$ cat src/rtl/alu_mul_sequencer_if.sv
// alu_mul_sequencer_if: bundle between the core/execute stage, the shared ALU and
// the iterative multiplier sequencer.
//   master : core side; drives start/op_a/op_b and the ALU result back in.
//   slave  : the sequencer; drives busy/done/product and the ALU operand/control mux.
// Signals:
//   start, op_a, op_b            multiply request and operands
//   busy, done, product          status and result
//   alu_own, alu_a, alu_b,       ALU ownership and operands/control while running
//   alu_cntl
//   alu_result                   combinational ALU output for alu_a/alu_b
interface alu_mul_sequencer_if #(
  parameter int unsigned WIDTH = 32
) ();
  logic             start;
  logic [WIDTH-1:0] op_a;
  logic [WIDTH-1:0] op_b;
  logic             busy;
  logic             done;
  logic [WIDTH-1:0] product;
  logic             alu_own;
  logic [WIDTH-1:0] alu_a;
  logic [WIDTH-1:0] alu_b;
  logic [2:0]       alu_cntl;
  logic [WIDTH-1:0] alu_result;

  modport master (
    output start, op_a, op_b, alu_result,
    input  busy, done, product, alu_own, alu_a, alu_b, alu_cntl
  );

  modport slave (
    input  start, op_a, op_b, alu_result,
    output busy, done, product, alu_own, alu_a, alu_b, alu_cntl
  );
endinterface

$ cat src/rtl/alu_mul_sequencer.sv
// alu_mul_sequencer: iterative shift-add multiplier that borrows the shared ALU for
// its additions instead of owning an adder. Produces the low WIDTH bits of
// op_a*op_b (sign-agnostic, RV32M MUL semantics). One multiplier bit per cycle.
// Ports:
//   clk     system clock, all state on the rising edge
//   rst     synchronous, active-high reset (priority over everything, aborts a run)
//   bus_io  slave side of alu_mul_sequencer_if (start/op_a/op_b in; busy/done/product
//           out; alu_own/alu_a/alu_b/alu_cntl out; alu_result in)
// Build option:
//   EARLY_TERM_EN  when defined, a run finishes as soon as the remaining multiplier
//                  bits are all zero, instead of always taking WIDTH cycles.
module alu_mul_sequencer #(
  parameter int unsigned WIDTH   = 32,
  parameter logic [2:0]  ALU_ADD = 3'b000
) (
  input logic               clk,
  input logic               rst,
  alu_mul_sequencer_if.slave bus_io
);
  localparam int unsigned      CntW    = $clog2(WIDTH);
  localparam logic [CntW-1:0] CntLast = CntW'(WIDTH - 1);

`ifdef EARLY_TERM_EN
  localparam bit EarlyTerm = 1'b1;
`else
  localparam bit EarlyTerm = 1'b0;
`endif

  typedef enum logic [1:0] {StIdle, StRun, StDone} state_e;

  state_e           state_q, state_d;
  logic [WIDTH-1:0] acc_q, acc_d;
  logic [WIDTH-1:0] mcand_q, mcand_d;
  logic [WIDTH-1:0] mplier_q, mplier_d;
  logic [WIDTH-1:0] product_q, product_d;
  logic [CntW-1:0]  cnt_q, cnt_d;
  logic [WIDTH-1:0] acc_next;
  logic             load;

  always_comb begin
    state_d   = state_q;
    acc_d     = acc_q;
    mcand_d   = mcand_q;
    mplier_d  = mplier_q;
    product_d = product_q;
    cnt_d     = cnt_q;
    acc_next  = acc_q;
    load      = 1'b0;

    unique case (state_q)
      StIdle: load = bus_io.start;
      StRun: begin
        // Zero-multiplier check wins over the bit counter.
        if (EarlyTerm && (mplier_q == '0)) begin
          product_d = acc_q;
          state_d   = StDone;
        end else begin
          // The ALU is adding acc + mcand this cycle; keep it only for a set bit.
          acc_next = mplier_q[0] ? bus_io.alu_result : acc_q;
          acc_d    = acc_next;
          mcand_d  = mcand_q << 1;
          mplier_d = mplier_q >> 1;
          cnt_d    = cnt_q + CntW'(1);
          if (cnt_q == CntLast) begin
            product_d = acc_next;
            state_d   = StDone;
          end
        end
      end
      StDone: begin
        load    = bus_io.start;
        state_d = StIdle;
      end
      default: state_d = StIdle;
    endcase

    // Accepted start (IDLE or DONE): product is left alone until the new result.
    if (load) begin
      acc_d    = '0;
      mcand_d  = bus_io.op_a;
      mplier_d = bus_io.op_b;
      cnt_d    = '0;
      state_d  = StRun;
    end
  end

  always_ff @(posedge clk) begin
    if (rst) begin
      state_q   <= StIdle;
      acc_q     <= '0;
      mcand_q   <= '0;
      mplier_q  <= '0;
      product_q <= '0;
      cnt_q     <= '0;
    end else begin
      state_q   <= state_d;
      acc_q     <= acc_d;
      mcand_q   <= mcand_d;
      mplier_q  <= mplier_d;
      product_q <= product_d;
      cnt_q     <= cnt_d;
    end
  end

  // Status comes straight from the state register: no start->busy path.
  assign bus_io.busy     = (state_q == StRun);
  assign bus_io.alu_own  = (state_q == StRun);
  assign bus_io.done     = (state_q == StDone);
  assign bus_io.product  = product_q;
  assign bus_io.alu_a    = acc_q;
  assign bus_io.alu_b    = mcand_q;
  assign bus_io.alu_cntl = ALU_ADD;
endmodule

$ cat src/flat_wrapper.sv
// flat-port wrapper written by rule: the top's interface ports become plain ports
module alu_mul_sequencer_flat 
#(
  parameter int unsigned WIDTH   = 32,
  parameter logic [2:0]  ALU_ADD = 3'b000
)
  (clk, rst, bus_io_start, bus_io_op_a, bus_io_op_b, bus_io_alu_result, bus_io_busy, bus_io_done, bus_io_product, bus_io_alu_own, bus_io_alu_a, bus_io_alu_b, bus_io_alu_cntl);
  alu_mul_sequencer_if #(.WIDTH(WIDTH)) bus_io_i ();
  input logic clk;
  input logic rst;
  input wire logic [$bits(bus_io_i.start)-1:0] bus_io_start;
  input wire logic [$bits(bus_io_i.op_a)-1:0] bus_io_op_a;
  input wire logic [$bits(bus_io_i.op_b)-1:0] bus_io_op_b;
  input wire logic [$bits(bus_io_i.alu_result)-1:0] bus_io_alu_result;
  output wire logic [$bits(bus_io_i.busy)-1:0] bus_io_busy;
  output wire logic [$bits(bus_io_i.done)-1:0] bus_io_done;
  output wire logic [$bits(bus_io_i.product)-1:0] bus_io_product;
  output wire logic [$bits(bus_io_i.alu_own)-1:0] bus_io_alu_own;
  output wire logic [$bits(bus_io_i.alu_a)-1:0] bus_io_alu_a;
  output wire logic [$bits(bus_io_i.alu_b)-1:0] bus_io_alu_b;
  output wire logic [$bits(bus_io_i.alu_cntl)-1:0] bus_io_alu_cntl;
  assign bus_io_i.start = bus_io_start;
  assign bus_io_i.op_a = bus_io_op_a;
  assign bus_io_i.op_b = bus_io_op_b;
  assign bus_io_i.alu_result = bus_io_alu_result;
  assign bus_io_busy = bus_io_i.busy;
  assign bus_io_done = bus_io_i.done;
  assign bus_io_product = bus_io_i.product;
  assign bus_io_alu_own = bus_io_i.alu_own;
  assign bus_io_alu_a = bus_io_i.alu_a;
  assign bus_io_alu_b = bus_io_i.alu_b;
  assign bus_io_alu_cntl = bus_io_i.alu_cntl;
  alu_mul_sequencer #(.WIDTH(WIDTH), .ALU_ADD(ALU_ADD)) u_core (.clk(clk), .rst(rst), .bus_io(bus_io_i));
endmodule
$ cat config.mk
export PLATFORM = sky130hd
export DESIGN_NAME = alu_mul_sequencer_flat
export DESIGN_NICKNAME = d
export VERILOG_FILES = /design/src/rtl/alu_mul_sequencer_if.sv /design/src/rtl/alu_mul_sequencer.sv /design/src/flat_wrapper.sv
export SDC_FILE = /design/constraint.sdc
export NUM_CORES = 1
export LEC_CHECK = 0
export CORE_MARGIN = 5
export CORE_UTILIZATION = 44
export DETAILED_ROUTE_END_ITERATION = 12
export PLACE_DENSITY = 0.84
export SLEW_MARGIN = 20
export SYNTH_ARGS = -nofsm -noshare
export SYNTH_HDL_FRONTEND = slang
export SYNTH_SLANG_ARGS = --single-unit
$ cat constraint.sdc
create_clock -name clk -period 1.95 [get_ports clk]
set_input_delay 0.585 -clock clk [delete_from_list [all_inputs] [get_ports clk]]
set_output_delay 0.585 -clock clk [all_outputs]
set_load 0.02 [all_outputs]
-- Word level (Yosys, flattened, before mapping)
Index checks and enable logic that the tools add are counted.
- add/subtract/negate cells: 1
- eq/ne operators: 6
- muxes and demuxes: 9
- bitwise operators: 1
- reductions and logical operators: 7
- operators by type and width (cell ; count):
    32-bit two-way mux ; 5
    2-bit AND reduction ; 3
    5-bit by 1-bit adder with 5-bit output, second input constant ; 1
    5-bit == test, second input constant ; 1
    2-bit by 1-bit inequality test with 1-bit output, second input constant ; 2
    2-bit one-hot mux with 2 select lines ; 1
    2-bit OR reduction ; 2
    3-bit by 1-bit inequality test with 1-bit output, second input constant ; 1
    2-bit by 1-bit == test with 1-bit output, second input constant ; 1
    2-bit == test, second input constant ; 1
    2-bit logical NOT ; 1
    1-bit two-way mux ; 2
    2-bit two-way mux ; 1
    2-bit nonzero test ; 1
    1-bit inverter ; 1
- flip-flop bits (word level): 135
- input bits: 99
- output and inout bits: 102
- logic and storage cells: 31

-- Depth between registers and ports, before layout
- depth in word-level cells: 5
- mapped depth: 8
- depth with buffers taken out: 6

-- Worst setup path after synthesis
OpenSTA, ideal clock, no wires.
- kind: flip-flop to flip-flop
- start point: register u_core.cnt_q[0]
- end point: register u_core.product_q[13] (netlist: u_core.bus_io.product[13])
- setup time: 0.086 ns
- arrival: 1.562 ns
- data required time: 1.864 ns
- setup slack: 0.303 ns
- cell stages (with the launch flop): 8
- buffers on the path: 2
- clock period less this slack: 1.647 ns
- path through: dfxtp_1 > ha_1 > and3_1 > ha_1 > and3b_1 > buf_4 > buf_2 > a211oi_1
- cells in the longest elaborated chain, start to end: 2
- RTL lines (item ; line ; text):
    from (decl) ; alu_mul_sequencer.sv:36 ; logic [CntW-1:0] cnt_q, cnt_d;
    from (signal assigned) ; alu_mul_sequencer.sv:101 ; cnt_q <= cnt_d;
    5-bit == test ; alu_mul_sequencer.sv:64 ; if (cnt_q == CntLast) begin
    2-bit AND reduction (no source line) ; n/a ;
    to (signal assigned) ; alu_mul_sequencer.sv:100 ; product_q <= product_d;
    to (decl) ; alu_mul_sequencer.sv:35 ; logic [WIDTH-1:0] product_q, product_d;
No other way between the ends.
A chain may end at the register's enable or synchronous reset.

-- Final worst setup path
- start point: register u_core.state_q[1]
- end point: output bus_io_alu_own
- cells in the longest elaborated chain, start to end: 1
- RTL lines (item ; line ; text):
    from (decl) ; alu_mul_sequencer.sv:31 ; state_e state_q, state_d;
    from (signal assigned) ; alu_mul_sequencer.sv:89 ; state_q <= StIdle;
    from (signal assigned) ; alu_mul_sequencer.sv:96 ; state_q <= state_d;
    2-bit by 1-bit == test with 1-bit output ; alu_mul_sequencer.sv:107 ; assign bus_io.alu_own = (state_q == StRun);
    to (decl) ; flat_wrapper.sv:18 ; output wire logic [$bits(bus_io_i.alu_own)-1:0] bus_io_alu_own;
No other way between the ends.

==> flow_metrics.py <==
metrics = {
    "global_route": {
        "grt_usage": 0.211,
        "grt_pass1_vias": 4899,
        "grt_start_max_net_pins": 69,
        "grt_overflow": 0,
        "grt_pass1_wl_mm": 24.9,
        "grt_antenna_before_repair": 0,
    },
    "sta": {
        "slew_headroom": 0.544,
        "worst_slew_pin_slew_ns": 0.684,
        "skew_ns": 0.00701,
        "finalSetupViolations": 0,
        "max_freq_mhz": 536,
        "drv_slew": 0,
        "post-route-min-period_ns": 1.87,
        "rsz0062_at_grt": "no",
        "finalCritPeriodShare": 0.956,
        "timing.hold.ws_ns": 0.458,
        "tns_ns": 0,
        "hold_viol": 0,
    },
    "die": {
        "core_area_mm2": 0.0125,
        "die-area_mm2": 0.0149,
        "ios": 201,
        "initial_core_util": 0.443,
        "die_h_um": 122,
        "die_w_um": 122,
        "placementRows": 41,
    },
    "yosys": {
        "synth_top_flop_cell": "dfxtp_1",
        "synth_top_cells_by_area": "dfxtp_1 (49%), nand2_1 (8.1%), nor3_1 (6.3%)",
        "synth-seq-cells": 135,
        "synth_area_per_cell_um2": 8.64,
        "netlist_instances": 639,
        "synth_top_area_frac": 0.490,
        "post-synth-top-area-cell": "dfxtp_1",
        "synth_area_mm2": 0.00552,
        "synth-async-reset-ratio": 0,
        "synth_warnings": 0,
        "synth_seq_area_share": 0.490,
        "synth_enable_flop_cells": 0,
        "ys_types": 32,
    },
    "clock_tree": {
        "cts.path.max_buffers": 2,
        "post_cts_buffers": 0,
        "clkSinkCount": 135,
        "cts.htree.levels": 4,
        "cts_made_buffers": 17,
        "clk_pin_slew_worst_paths_ns": 0.06,
        "clock_latency_ns": 0.42,
        "ctsRootBufferMaster": "clkbuf_16",
        "cts_tree": "done",
    },
    "setup_path": {
        "end_kind": "output pin",
        "critPathBufInv": 2,
        "required_ns": 1.36,
        "crit_slowest_cell": "dfxtp_2",
        "path_cells": "nand2b_2 -> clkinv_2 -> clkdlybuf4s15_2",
        "critPathTopFamily": "buffers and inverters",
        "crit_path_start_kind": "register",
        "worst-setup-path-type": "reg2out",
        "cp.arrival_ns": 1.28,
        "worstPathMaxFanout": 6,
        "max_stage_delay_ns": 0.33,
    },
    "layout": {
        "final_cell_mix": "dfxtp_1 (133), nand2_1 (119), clkdlybuf4s50_1 (97)",
        "final_common_cell": "dfxtp_1",
        "nFillCells": 1052,
        "drive_gt1_frac": 0.0909,
        "fin_util": 0.657,
        "syn2layout_area_growth_pct": 48.5,
        "seq_area_mm2": 0.00271,
        "multi_input_area_mm2": 0.00245,
        "final_cells": 997,
        "final_nets": 913,
        "diodes": 0,
    },
    "place": {
        "routabilityCongestion": 0.790,
        "placed_cells": 965,
        "place_hpwl_mm": 10.5,
        "io_buffers": 197,
    },
    "outcome": {
        "outcome": "finished, final reports clean",
    },
    "drt": {
        "post_drt_wl_per_cell_um": 16.0,
        "vias": 5276,
        "wl_mm": 15.9,
        "drc": 0,
        "via_per_inst": 5.29,
        "postRouteAntennaNets": 0,
        "drtPass1Iterations": 4,
        "drt_iter0_drc": 441,
    },
    "pwr": {
        "power.leakage_nw": 3.35,
        "vdd_drop_max_uv": 523,
        "power_density_mw_per_mm2": 958,
    },
    "flow_run": {
        "max_cap_viol_count": 0,
    },
    "min_path": {
        "hp-class": "reg2reg",
    },
}
==> state kept, by name, summed over array words and instances (netlist names) <==
| register | cells |
|---|---|
| u_core.mplier_q | 32 |
| u_core.bus_io.product | 32 |
| u_core.bus_io.alu_a | 32 |
| u_core.bus_io.alu_b | 32 |
| u_core.cnt_q | 5 |
| u_core.state_q | 2 |
==> layer usage <==
layer / up-vias / part of all wire / routed length (µm) / global-route usage
li1: 2600 / - / - / -
met1: 2481 / 0.42 / 6690 / 0.262
met5: - / 0 / 0 / 0
met4: 0 / 0.017 / 276 / 0.0777
met3: 21 / 0.065 / 1030 / 0.0525
met2: 174 / 0.50 / 7930 / 0.355
==> power breakdown <==
| part | total [mW] | switching, mW | leakage, nW | internal, mW |
|---|---|---|---|---|
| combinational | 1.00 | 0.532 | 1.89 | 0.469 |
| sequential | 3.00 | 0.0952 | 1.10 | 2.90 |
| clock | 3.85 | 1.17 | 0.350 | 2.68 |
==> path summary, 6_finish.rpt <==
path	start	slack (ns)	end	cells after the start
setup reg to reg	u_core.cnt_q[0]	0.23	u_core.bus_io.product[28]	7
hold / removal	u_core.cnt_q[4]	0.46	u_core.cnt_q[4]	2
setup / recovery	u_core.state_q[1]	0.08	bus_io_alu_own	3
hold reg to reg	u_core.cnt_q[4]	0.46	u_core.cnt_q[4]	2
==> timing repair <==
item,CTS,global route
endpoints found under the hold margin,0,0
hold buffers,0,0
resized for setup,97,9
setup endpoints to repair,92,10
==> worst min-delay path, delay by kind of cell (launching register included) <==
family / cells / cell delay (ns)
flops: 1 / 0.31
simple gates: 1 / 0.05
compound gates: 1 / 0.05
==> cell families (layout without fill, tap and decap cells) <==
family	count (synthesis)	count (layout)	synth area share
simple gates	240	240	0.187
other cells	1	3	0.000679
flops	135	135	0.490
compound gates	160	160	0.186
mux	33	33	0.0599
xor+xnor	2	2	0.00317
fa+ha+maj	2	2	0.00453
buf+inv	66	250	0.0696
==> cell type report <==
cell class              instances  share of cell area
multi-input cells             440               0.299
repair buffers                216               0.256
well taps                     172              0.0263
clock inverters                14              0.0337
flip-flops and latches        135               0.330
clock buffers                  18              0.0536
inverters                       2             0.00107
==> stage by stage <==
| stage | area, µm² | worst slack [ns] | power [mW] |
|---|---|---|---|
| after floorplan | 5530 | 0.303 | 3.63 |
| after global placement | 7570 | 0.113 | 4.09 |
| after detailed placement | 7570 | 0.0470 | 4.10 |
| after CTS | 8180 | 0.000573 | 7.92 |
| after global routing | 8190 | 0.0162 | 8.12 |
| final | 8190 | 0.0850 | 7.85 |
==> cells in the mapped netlist, drive strengths merged, types with 2 or more instances <==
cell type,n
a211oi,32
a22oi,3
a31oi,25
nand3,5
mux2i,33
clkbuf,17
nand2,120
nor2,35
a21oi,39
dfxtp,135
nor2b,2
nor3,69
and3b,2
buf,47
nand3b,2
o21ai,26
o22ai,34
nand2b,2
ha,2
and3,2
Note: power is estimated with default switching activity, not from simulation.
